## src/rtl/rsa_decrypt_stream.sv

```systemverilog
// rsa_decrypt_stream: sequential RSA decryption, M = C^d mod n, one word per
// transaction. A bit-serial reducer forms C mod n, then LSB-first
// square-and-multiply runs two interleaved bit-serial modular multipliers.
// No wide multipliers are used.
//
// Optional feature macro: RSA_DEC_EARLY_EXIT_EN
//   When defined, EXP runs only as many steps as d has significant bits.
//
// Ports:
//   clk        rising-edge clock
//   reset      synchronous active-high reset
//   in_valid   ciphertext/key word presented
//   in_ready   engine idle and able to accept
//   in_c       ciphertext C (may be >= n)
//   in_d       private exponent d
//   in_n       modulus n
//   out_valid  result available
//   out_ready  consumer accepts result
//   out_m      decrypted message
//   out_err    result invalid (n == 0), qualified by out_valid
//   busy       high while a word is in flight (LOAD/EXP/OUT)
module rsa_decrypt_stream #(
  parameter int unsigned W = 7
) (
  input  logic         clk,
  input  logic         reset,
  input  logic         in_valid,
  output logic         in_ready,
  input  logic [W-1:0] in_c,
  input  logic [W-1:0] in_d,
  input  logic [W-1:0] in_n,
  output logic         out_valid,
  input  logic         out_ready,
  output logic [W-1:0] out_m,
  output logic         out_err,
  output logic         busy
);

  localparam int unsigned CW = $clog2(W + 1);

  typedef enum logic [1:0] {
    IDLE = 2'd0,
    LOAD = 2'd1,
    EXP  = 2'd2,
    OUT  = 2'd3
  } state_t;

  state_t state, state_nxt;

  // Captured operands and datapath registers
  logic [W-1:0]  c_q;       // ciphertext, shifted out MSB first
  logic [W-1:0]  d_q;       // exponent, shifted out LSB first
  logic [W-1:0]  n_q;
  logic          err_q;     // n == 0: datapath held idle
  logic [W-1:0]  r_q;       // reducer remainder
  logic [W-1:0]  base_q;
  logic [W-1:0]  result_q;
  logic [W-1:0]  acc_r;     // result*base accumulator
  logic [W-1:0]  acc_b;     // base*base accumulator
  logic [W-1:0]  mb_q;      // multiplier bits (base), consumed MSB first
  logic [CW-1:0] cyc_q;     // bit counter inside LOAD / an EXP step
  logic [CW-1:0] step_q;    // exponent step counter
  logic [CW-1:0] steps_q;   // number of exponent steps for this word
  logic          prime_q;   // one-cycle EXP entry that loads the multipliers

  // Output register next values
  logic          in_ready_nxt, out_valid_nxt, busy_nxt, out_err_nxt;
  logic [W-1:0]  out_m_nxt;

  // One multiply cycle: acc = 2acc mod n, then optionally acc = (acc + a) mod n.
  // Both operands stay below n, so one conditional subtract per operation is exact.
  function automatic logic [W-1:0] mod_step(input logic [W-1:0] acc,
                                            input logic [W-1:0] a,
                                            input logic [W-1:0] n,
                                            input logic         add);
    logic [W:0]   dbl;
    logic [W:0]   sum;
    logic [W-1:0] r;
    dbl = {acc, 1'b0};
    r   = (dbl >= {1'b0, n}) ? dbl[W-1:0] - n : dbl[W-1:0];
    sum = {1'b0, r} + {1'b0, a};
    if (add) begin
      r = (sum >= {1'b0, n}) ? sum[W-1:0] - n : sum[W-1:0];
    end
    return r;
  endfunction

`ifdef RSA_DEC_EARLY_EXIT_EN
  // Index of the highest set bit plus one (0 when d == 0).
  function automatic logic [CW-1:0] sig_bits(input logic [W-1:0] d);
    logic [CW-1:0] k;
    k = '0;
    for (int i = 0; i < W; i++) begin
      if (d[i]) k = CW'(i + 1);
    end
    return k;
  endfunction
`endif

  // Reducer: r = 2r + c_bit, single conditional subtract. The remainder is
  // taken as zero on the first LOAD cycle so it needs no clearing at capture.
  logic [W-1:0] r_in;
  logic [W:0]   red_t;
  logic [W-1:0] red_nxt;
  always_comb begin
    r_in    = (cyc_q == '0) ? '0 : r_q;
    red_t   = {r_in, c_q[W-1]};
    red_nxt = (red_t >= {1'b0, n_q}) ? red_t[W-1:0] - n_q : red_t[W-1:0];
  end

  // Both multipliers share the multiplier bit stream (the base).
  logic [W-1:0] acc_r_nxt, acc_b_nxt;
  always_comb begin
    acc_r_nxt = mod_step(acc_r, result_q, n_q, mb_q[W-1]);
    acc_b_nxt = mod_step(acc_b, base_q,   n_q, mb_q[W-1]);
  end

  logic last_load, step_end, exp_done;
  logic [W-1:0] result_fin;
  always_comb begin
    last_load = (state == LOAD) && (cyc_q == CW'(W - 1));
    step_end  = (state == EXP) && !prime_q && (cyc_q == CW'(W - 1));
    if (prime_q) begin
      exp_done = (state == EXP) && (steps_q == '0);
    end else begin
      exp_done = step_end && (step_q == steps_q - CW'(1));
    end
    // Value result_q takes on the edge that leaves EXP
    if (!prime_q && d_q[0]) begin
      result_fin = acc_r_nxt;
    end else begin
      result_fin = result_q;
    end
  end

  // State register
  always_ff @(posedge clk) begin
    if (reset) state <= IDLE;
    else       state <= state_nxt;
  end

  // Next-state logic
  always_comb begin
    state_nxt = state;
    case (state)
      IDLE:    if (in_valid)  state_nxt = LOAD;
      LOAD:    if (last_load) state_nxt = EXP;
      EXP:     if (exp_done)  state_nxt = OUT;
      OUT:     if (out_ready) state_nxt = IDLE;
      default: state_nxt = IDLE;
    endcase
  end

  // Output logic: next values for the registered outputs
  always_comb begin
    in_ready_nxt  = (state_nxt == IDLE);
    out_valid_nxt = (state_nxt == OUT);
    busy_nxt      = (state_nxt != IDLE);
    out_m_nxt     = out_m;
    out_err_nxt   = out_err;
    if ((state == EXP) && (state_nxt == OUT)) begin
      out_m_nxt   = err_q ? '0 : result_fin;
      out_err_nxt = err_q;
    end
  end

  // Output registers
  always_ff @(posedge clk) begin
    if (reset) begin
      in_ready  <= 1'b1;
      out_valid <= 1'b0;
      busy      <= 1'b0;
      out_m     <= '0;
      out_err   <= 1'b0;
    end else begin
      in_ready  <= in_ready_nxt;
      out_valid <= out_valid_nxt;
      busy      <= busy_nxt;
      out_m     <= out_m_nxt;
      out_err   <= out_err_nxt;
    end
  end

  // Datapath: reducer updates only in LOAD, multipliers only in EXP, and
  // nothing arithmetic moves when n == 0.
  always_ff @(posedge clk) begin
    if (reset) begin
      c_q      <= '0;
      d_q      <= '0;
      n_q      <= '0;
      err_q    <= 1'b0;
      r_q      <= '0;
      base_q   <= '0;
      result_q <= '0;
      acc_r    <= '0;
      acc_b    <= '0;
      mb_q     <= '0;
      cyc_q    <= '0;
      step_q   <= '0;
      steps_q  <= '0;
      prime_q  <= 1'b0;
    end else begin
      case (state)
        IDLE: begin
          if (in_valid) begin
            c_q   <= in_c;
            d_q   <= in_d;
            n_q   <= in_n;
            err_q <= (in_n == '0);
            cyc_q <= '0;
`ifdef RSA_DEC_EARLY_EXIT_EN
            steps_q <= sig_bits(in_d);
`else
            steps_q <= CW'(W);
`endif
          end
        end
        LOAD: begin
          cyc_q <= cyc_q + CW'(1);
          if (!err_q) begin
            r_q <= red_nxt;
            c_q <= {c_q[W-2:0], 1'b0};
          end
          if (last_load) begin
            cyc_q   <= '0;
            step_q  <= '0;
            prime_q <= 1'b1;
            if (!err_q) begin
              base_q   <= red_nxt;
              result_q <= (n_q == W'(1)) ? '0 : W'(1);
            end
          end
        end
        EXP: begin
          if (prime_q) begin
            prime_q <= 1'b0;
            cyc_q   <= '0;
            if (!err_q) begin
              acc_r <= '0;
              acc_b <= '0;
              mb_q  <= base_q;
            end
          end else begin
            cyc_q <= cyc_q + CW'(1);
            if (!err_q) begin
              acc_r <= acc_r_nxt;
              acc_b <= acc_b_nxt;
              mb_q  <= {mb_q[W-2:0], 1'b0};
            end
            // Step end: commit result (if the d bit is set) and the squared base
            if (step_end) begin
              cyc_q  <= '0;
              step_q <= step_q + CW'(1);
              if (!err_q) begin
                acc_r  <= '0;
                acc_b  <= '0;
                base_q <= acc_b_nxt;
                mb_q   <= acc_b_nxt;
                d_q    <= {1'b0, d_q[W-1:1]};
                if (d_q[0]) result_q <= acc_r_nxt;
              end
            end
          end
        end
        default: ;
      endcase
    end
  end

endmodule

```

## config.mk

```make
export PLATFORM = sky130hd
export DESIGN_NAME = rsa_decrypt_stream
export DESIGN_NICKNAME = d
export VERILOG_FILES = /design/src/rtl/rsa_decrypt_stream.sv
export SDC_FILE = /design/constraint.sdc
export NUM_CORES = 1
export LEC_CHECK = 0
export ABC_AREA = 1
export CAP_MARGIN = 20
export CORE_AREA = 2 2 129 131
export DETAILED_ROUTE_END_ITERATION = 8
export DIE_AREA = 0 0 131 133
export PLACE_DENSITY = 0.58
export SYNTH_ARGS = -nofsm -noshare
export SYNTH_HDL_FRONTEND = slang
export SYNTH_SLANG_ARGS = --single-unit
```

## constraint.sdc

```tcl
create_clock -name clk -period 5.55 [get_ports clk]
set_clock_uncertainty 0.2 [all_clocks]
set_input_delay 0.555 -clock clk [delete_from_list [all_inputs] [get_ports clk]]
set_output_delay 0.555 -clock clk [all_outputs]
set_load 0.1 [all_outputs]
```

## Word level (Yosys, flattened, before mapping)

Cells that the tools add are included.

| word-level totals | value |
|---|---|
| register bits after elaboration | 85 |
| input bits | 25 |
| logic and storage cells | 142 |
| output and inout port bits | 11 |

| cells by class | value |
|---|---|
| reductions and logical operators | 28 |
| bitwise operators | 1 |
| $lt $le $gt $ge | 5 |
| add/sub/neg operators | 10 |
| eq/ne operators | 15 |
| mux-type cells | 63 |

Operators with widths:

| cell | number |
|---|---|
| 7-bit two-way mux | 41 |
| 7-bit case mux with 2 select lines | 4 |
| 8-bit by 7-bit greater-or-equal comparator with 1-bit output | 5 |
| 7-bit subtractor | 5 |
| 3-bit two-way mux | 7 |
| 7-bit by 7-bit adder with 8-bit output | 2 |
| 2-bit != test, second input constant | 8 |
| 2-bit AND reduction | 5 |
| 3-bit case mux with 3 select lines | 1 |
| 2-bit two-way mux | 4 |
| 2-bit case mux with 4 select lines | 1 |
| 2-bit nonzero test | 4 |
| 7-bit by 1-bit == test with 1-bit output, second input constant | 1 |
| 1-bit logical AND | 7 |
| 7-bit zero test | 1 |
| 7-bit AND reduction | 1 |
| 3-bit by 1-bit adder with 3-bit output, second input constant | 2 |
| 2-bit == test, second input constant | 3 |
| 3-bit zero test | 2 |
| 3-bit case mux with 2 select lines | 1 |
| 6-bit AND reduction | 1 |
| 5-bit AND reduction | 1 |
| 2-bit zero test | 2 |
| 4-bit AND reduction | 1 |
| other kinds (10) | 12 |

## Logic depth before layout (Yosys ltp)

| depth | value |
|---|---|
| depth after elaboration | 11 |
| gate-level depth with buffers | 30 |
| mapped depth without buffers | 30 |

## Least setup slack after synthesis

OpenSTA, ideal clock, no wires.

| timing | value |
|---|---|
| path kind | register -> register |
| from | reg n_q[1] |
| to | reg out_m[0] |
| required time | 5.218 ns |
| arrival | 3.871 ns |
| cell stages (with the launch flop) | 26 |
| buffers on the path | 0 |
| path slack | 1.347 ns |
| clock period less this slack | 4.203 ns |
| cell sequence | dfxtp_1 -> inv_1 -> fa_1 -> nand3_1 -> nand2_1 -> nand3_2 -> nand3_2 -> nand2_1 -> inv_1 -> ha_1 -> fa_1 -> nand2_1 -> nand2_1 -> xor2_1 -> inv_1 -> ha_1 -> nand2_1 -> inv_1 -> nand2_1 -> nand3_1 -> nand2_2 -> nand3_2 -> o211ai_1 -> nand3_1 -> nand2_1 -> a21oi_2 |

| on the way | value |
|---|---|
| cells in the longest elaborated chain, start to end | 8 |

Ends and longest elaborated chain:

| item | RTL line | RTL |
|---|---|---|
| from (decl) | 53 | `logic [W-1:0] n_q;` |
| from (signal assigned) | 208 | `n_q <= in_n;` |
| 8-bit by 7-bit greater-or-equal comparator with 1-bit output or 7-bit subtractor (tied branches) | 80 | `r = (dbl >= {1'b0, n}) ? dbl[W-1:0] - n : dbl[W-1:0];` |
| 7-bit two-way mux | 80 |  |
| 7-bit by 7-bit adder with 8-bit output | 81 | `sum = {1'b0, r} + {1'b0, a};` |
| 7-bit subtractor or 8-bit by 7-bit greater-or-equal comparator with 1-bit output (tied branches) | 83 | `r = (sum >= {1'b0, n}) ? sum[W-1:0] - n : sum[W-1:0];` |
| 7-bit two-way mux | 83 |  |
| 7-bit two-way mux * | 82 | `if (add) begin` |
| 7-bit two-way mux * | 129 | `if (!prime_q && d_q[0]) begin` |
| 7-bit two-way mux * | 162 | `out_m_nxt = err_q ? '0 : result_fin;` |
| to (signal assigned) | 179 | `out_m <= out_m_nxt;` |
| to (decl) | 34 | `output logic [W-1:0] out_m,` |

Every way passes the cells marked *; elsewhere a longest branch is shown, timed or not.
A chain may end at the register's enable or synchronous reset.

## Worst setup path in the final report

| timing | value |
|---|---|
| from | reg n_q[1] |
| to | reg out_m[5] |

| on the way | value |
|---|---|
| cells in the longest elaborated chain, start to end | 8 |

Ends and longest elaborated chain:

| item | RTL line |
|---|---|
| 7-bit subtractor or 8-bit by 7-bit greater-or-equal comparator with 1-bit output (tied branches) | 80 |
| 7-bit two-way mux | 80 |
| 7-bit by 7-bit adder with 8-bit output | 81 |
| 7-bit subtractor or 8-bit by 7-bit greater-or-equal comparator with 1-bit output (tied branches) | 83 |
| 7-bit two-way mux | 83 |
| 7-bit two-way mux * | 82 |
| 7-bit two-way mux * | 129 |
| 7-bit two-way mux * | 162 |

Marked as above.

==> flow_summary.toml <==
[status]
run_status = "completed"

[clock_network]
cts_resized = 0
clock_sinks = 85
cts_buffers = 9
clock_tree.buffer_depth = 2
hold_buffers = 0
clock_latency_ps = 350
cts.clk_slew.worst_paths_ps = 60
cts_tree = "yes"
htreeDepth = 3
cts_root_buf = "clkbuf_16"
post-cts-setup-buffers = 0

[critical_path]
worst_r2r_startpoint = "n_q[1]$_SDFFE_PP0P_"
required_ps = 5570
startpoint_type = "flip-flop"
path_class = "flip-flop to flip-flop"
arrival_ps = 4970
critPathMaxStageDelay_ps = 500
end_kind = "flip-flop"
crit_fanout = 9
rrSetupSlack_ps = 590
timing.rr.end = "out_m[5]$_SDFFE_PP0P_"
path_common_cell = "nand2_1"
critPathSlowestCell = "dfxtp_1"
rr_worst_depth = 28

[sta]
worst_pin_slew_ps = 1040
setup_tns_ps = 0
fin_crit_sh = 0.893
maxSlewViolCount = 0
final_hold_viol_count = 0
min_period_ps = 4960
slew_headroom = 0.303
fmax_mhz = 202
final-setup-viol-count = 0
rsz0062_at_grt = "false"

[synthesis]
avgSynthCellArea_um2 = 6.37
synth_nets = 1200
synth_top_area_frac = 0.241
yosys-top-cells-area = "dfxtp_1 24%, nand2_1 18%, ha_1 10%"
synth_top_cell_by_area = "dfxtp_1"
synth_mux_area_frac = 0
yosysUniqueCellTypes = 45
netlist_area_mm2 = 0.00707
netlist_instances = 1110
async_flop_share = 0
synth_compound_area_frac = 0.132
yosysMostFrequentCell = "nand2_1"
synth_seq_cells = 85
ys_seq_area_frac = 0.241
synth_edf_count = 0
yosysWarnings = 0
yosys.area_share.simple = 0.373
synth_xor_xnor_area_share = 0.0273
synth_ff_type = "dfxtp_1"
synth_top_family_by_area = "simple AND/OR/NAND/NOR gates"
synth.top_cells.by_count = "334 x nand2_1, 153 x inv_1, 122 x nand3_1, 85 x dfxtp_1, 83 x a21oi_1"
synthAdderAreaFrac = 0.123

[floorplan]
placementRows = 47
die_area_mm2 = 0.0174
fp.dieW_um = 131
core_mm2 = 0.0162
die_height_um = 133
pin_count = 36
start_util = 0.437

[placement]
port_buffers = 35
place_hpwl_um = 15700
placed_area_mm2 = 0.00762
dpl.cell_count = 1344
globalplace.congestion = 0.923

[worst_hold_path]
whs_path_depth = 2
min_from = "out_m[1]$_SDFFE_PP0P_"
hold_path_end = "out_m[1]$_SDFFE_PP0P_"
min_path_type = "flip-flop to flip-flop"

[finish]
area_growth_pct = 12.5
drive_gt1_frac = 0.0702
design_area_mm2 = 0.00795
fillCellCount = 1703
final_nets = 1225
fin_util = 0.491
antennaDiodeCount = 0
multi_input_area_mm2 = 0.00463
seq_area_mm2 = 0.00170
fin_cells = 1359

[global_route]
grt_start_max_net_pins = 51
track_usage = 0.242
antenna_found_initial = 0
grt_pass1_vias = 6583
grt_pass1_wl_um = 33100
overflow = 0

[power]
power.leakage_uw = 0.00385
ir_drop_v = 0.000165
power_per_cell_area_mw_per_mm2 = 296

[drt]
vias = 7017
postRouteAntennaNets = 0
post-route-drc-count = 0
wl_um = 20300
first_iter_violations = 499
via_per_inst = 5.16
drt_pre_antenna_iters = 5
routedWlPerCell_um = 15.0

[run]
cap_violations = 0
[state kept, by name (all words and copies together), names as in the netlist, named ones only]
signal     cells
out_err        1
n_q            7
err_q          1
in_ready       1
c_q            7
out_m          7
acc_b          7
cyc_q          3
prime_q        1
out_valid      1
r_q            7
busy           1
result_q       7
mb_q           6
base_q         7
acc_r          7
d_q            7
steps_q        1
step_q         3
state          2
[cells by family (layout without fill, tap and decap cells)]
| family | Yosys count | in the layout |
|---|---|---|
| AO/OA/AOI/OAI | 161 | 161 |
| XOR/XNOR | 22 | 22 |
| adder cells (fa/ha/maj) | 65 | 65 |
| buffers and inverters | 189 | 218 |
| flip-flops | 85 | 85 |
| AND/OR/NAND/NOR | 588 | 588 |
[final cells by class]
type                            count  share of cell area
Sequential cell                    85               0.214
Inverter                          158              0.0746
Timing Repair Buffer               45              0.0529
Clock buffer                       11              0.0318
Multi-Input combinational cell    836               0.582
Clock inverter                      4             0.00976
Tap cell                          220              0.0346
[worst max path at each step]
stage | from | to | slack (ps) | depth (start not counted)
after floorplan | n_q[1]$_SDFFE_PP0P_ | out_m[0]$_SDFFE_PP0P_ | 1350 | 25
after detailed placement | n_q[1]$_SDFFE_PP0P_ | out_m[5]$_SDFFE_PP0P_ | 620 | 28
final | n_q[1]$_SDFFE_PP0P_ | out_m[5]$_SDFFE_PP0P_ | 590 | 28
after CTS | n_q[1]$_SDFFE_PP0P_ | out_m[5]$_SDFFE_PP0P_ | 610 | 28
after global placement | n_q[1]$_SDFFE_PP0P_ | out_m[5]$_SDFFE_PP0P_ | 690 | 28
after global routing | n_q[1]$_SDFFE_PP0P_ | out_m[5]$_SDFFE_PP0P_ | 120 | 28
[critical path, delay by kind of cell (launching register included)]
family	cells	cell delay (ps)
AND/OR/NAND/NOR	17	1960
flip-flops	1	500
XOR/XNOR	1	130
buffers and inverters	5	540
adder cells (fa/ha/maj)	4	1410
AO/OA/AOI/OAI	1	60
[routing by layer]
layer | global-route usage | share of wire | vias up
li1 | - | - | 3668
met1 | 0.338 | 0.48 | 3164
met2 | 0.384 | 0.46 | 156
met3 | 0.0412 | 0.049 | 29
met4 | 0.0626 | 0.019 | 0
met5 | 0 | 0 | -
[where the power goes]
part	total [uW]	leakage [uW]	switching [uW]	internal, uW
sequential	666	0.000693	22.7	643
combinational	1010	0.00299	654	353
clock	682	0.000163	262	420
[cell usage in the layout (no fill, tap or decap), types with 2 or more instances in the layout]
cell type        Yosys  routed
a21oi_1             83      83
a21oi_2              6       6
a221o_1              4       4
a31oi_1             14      14
buf_4                3      10
bufinv_16            0       2
clkbuf_16            0       9
clkbuf_8             1       2
clkdlybuf4s50_1      0      34
dfxtp_1             85      85
fa_1                 7       7
ha_1                58      58
inv_1              153     153
inv_2                4       4
inv_6                0       2
nand2_1            334     334
nand2_2             14      14
nand3_1            122     122
nand3_2              9       9
nand4_1             29      29
nor2_1              56      55
nor2_2               2       3
nor2_4               4       4
nor3_1               3       3
nor4_1               2       2
o211ai_1             9       9
o21ai_0             36      36
or2_2                7       7
xnor2_1              7       7
xor2_1              15      15
[through the flow]
step	setup WS, ps	power [uW]	hold slack [ps]
2_1_floorplan	1350	1450	244
3_3_place_gp	691	1690	256
3_5_place_dp	621	1680	258
4_1_cts	611	2370	270
5_1_grt	123	2530	291
6_report	592	2350	267
Power figures use the tool's default switching activity.
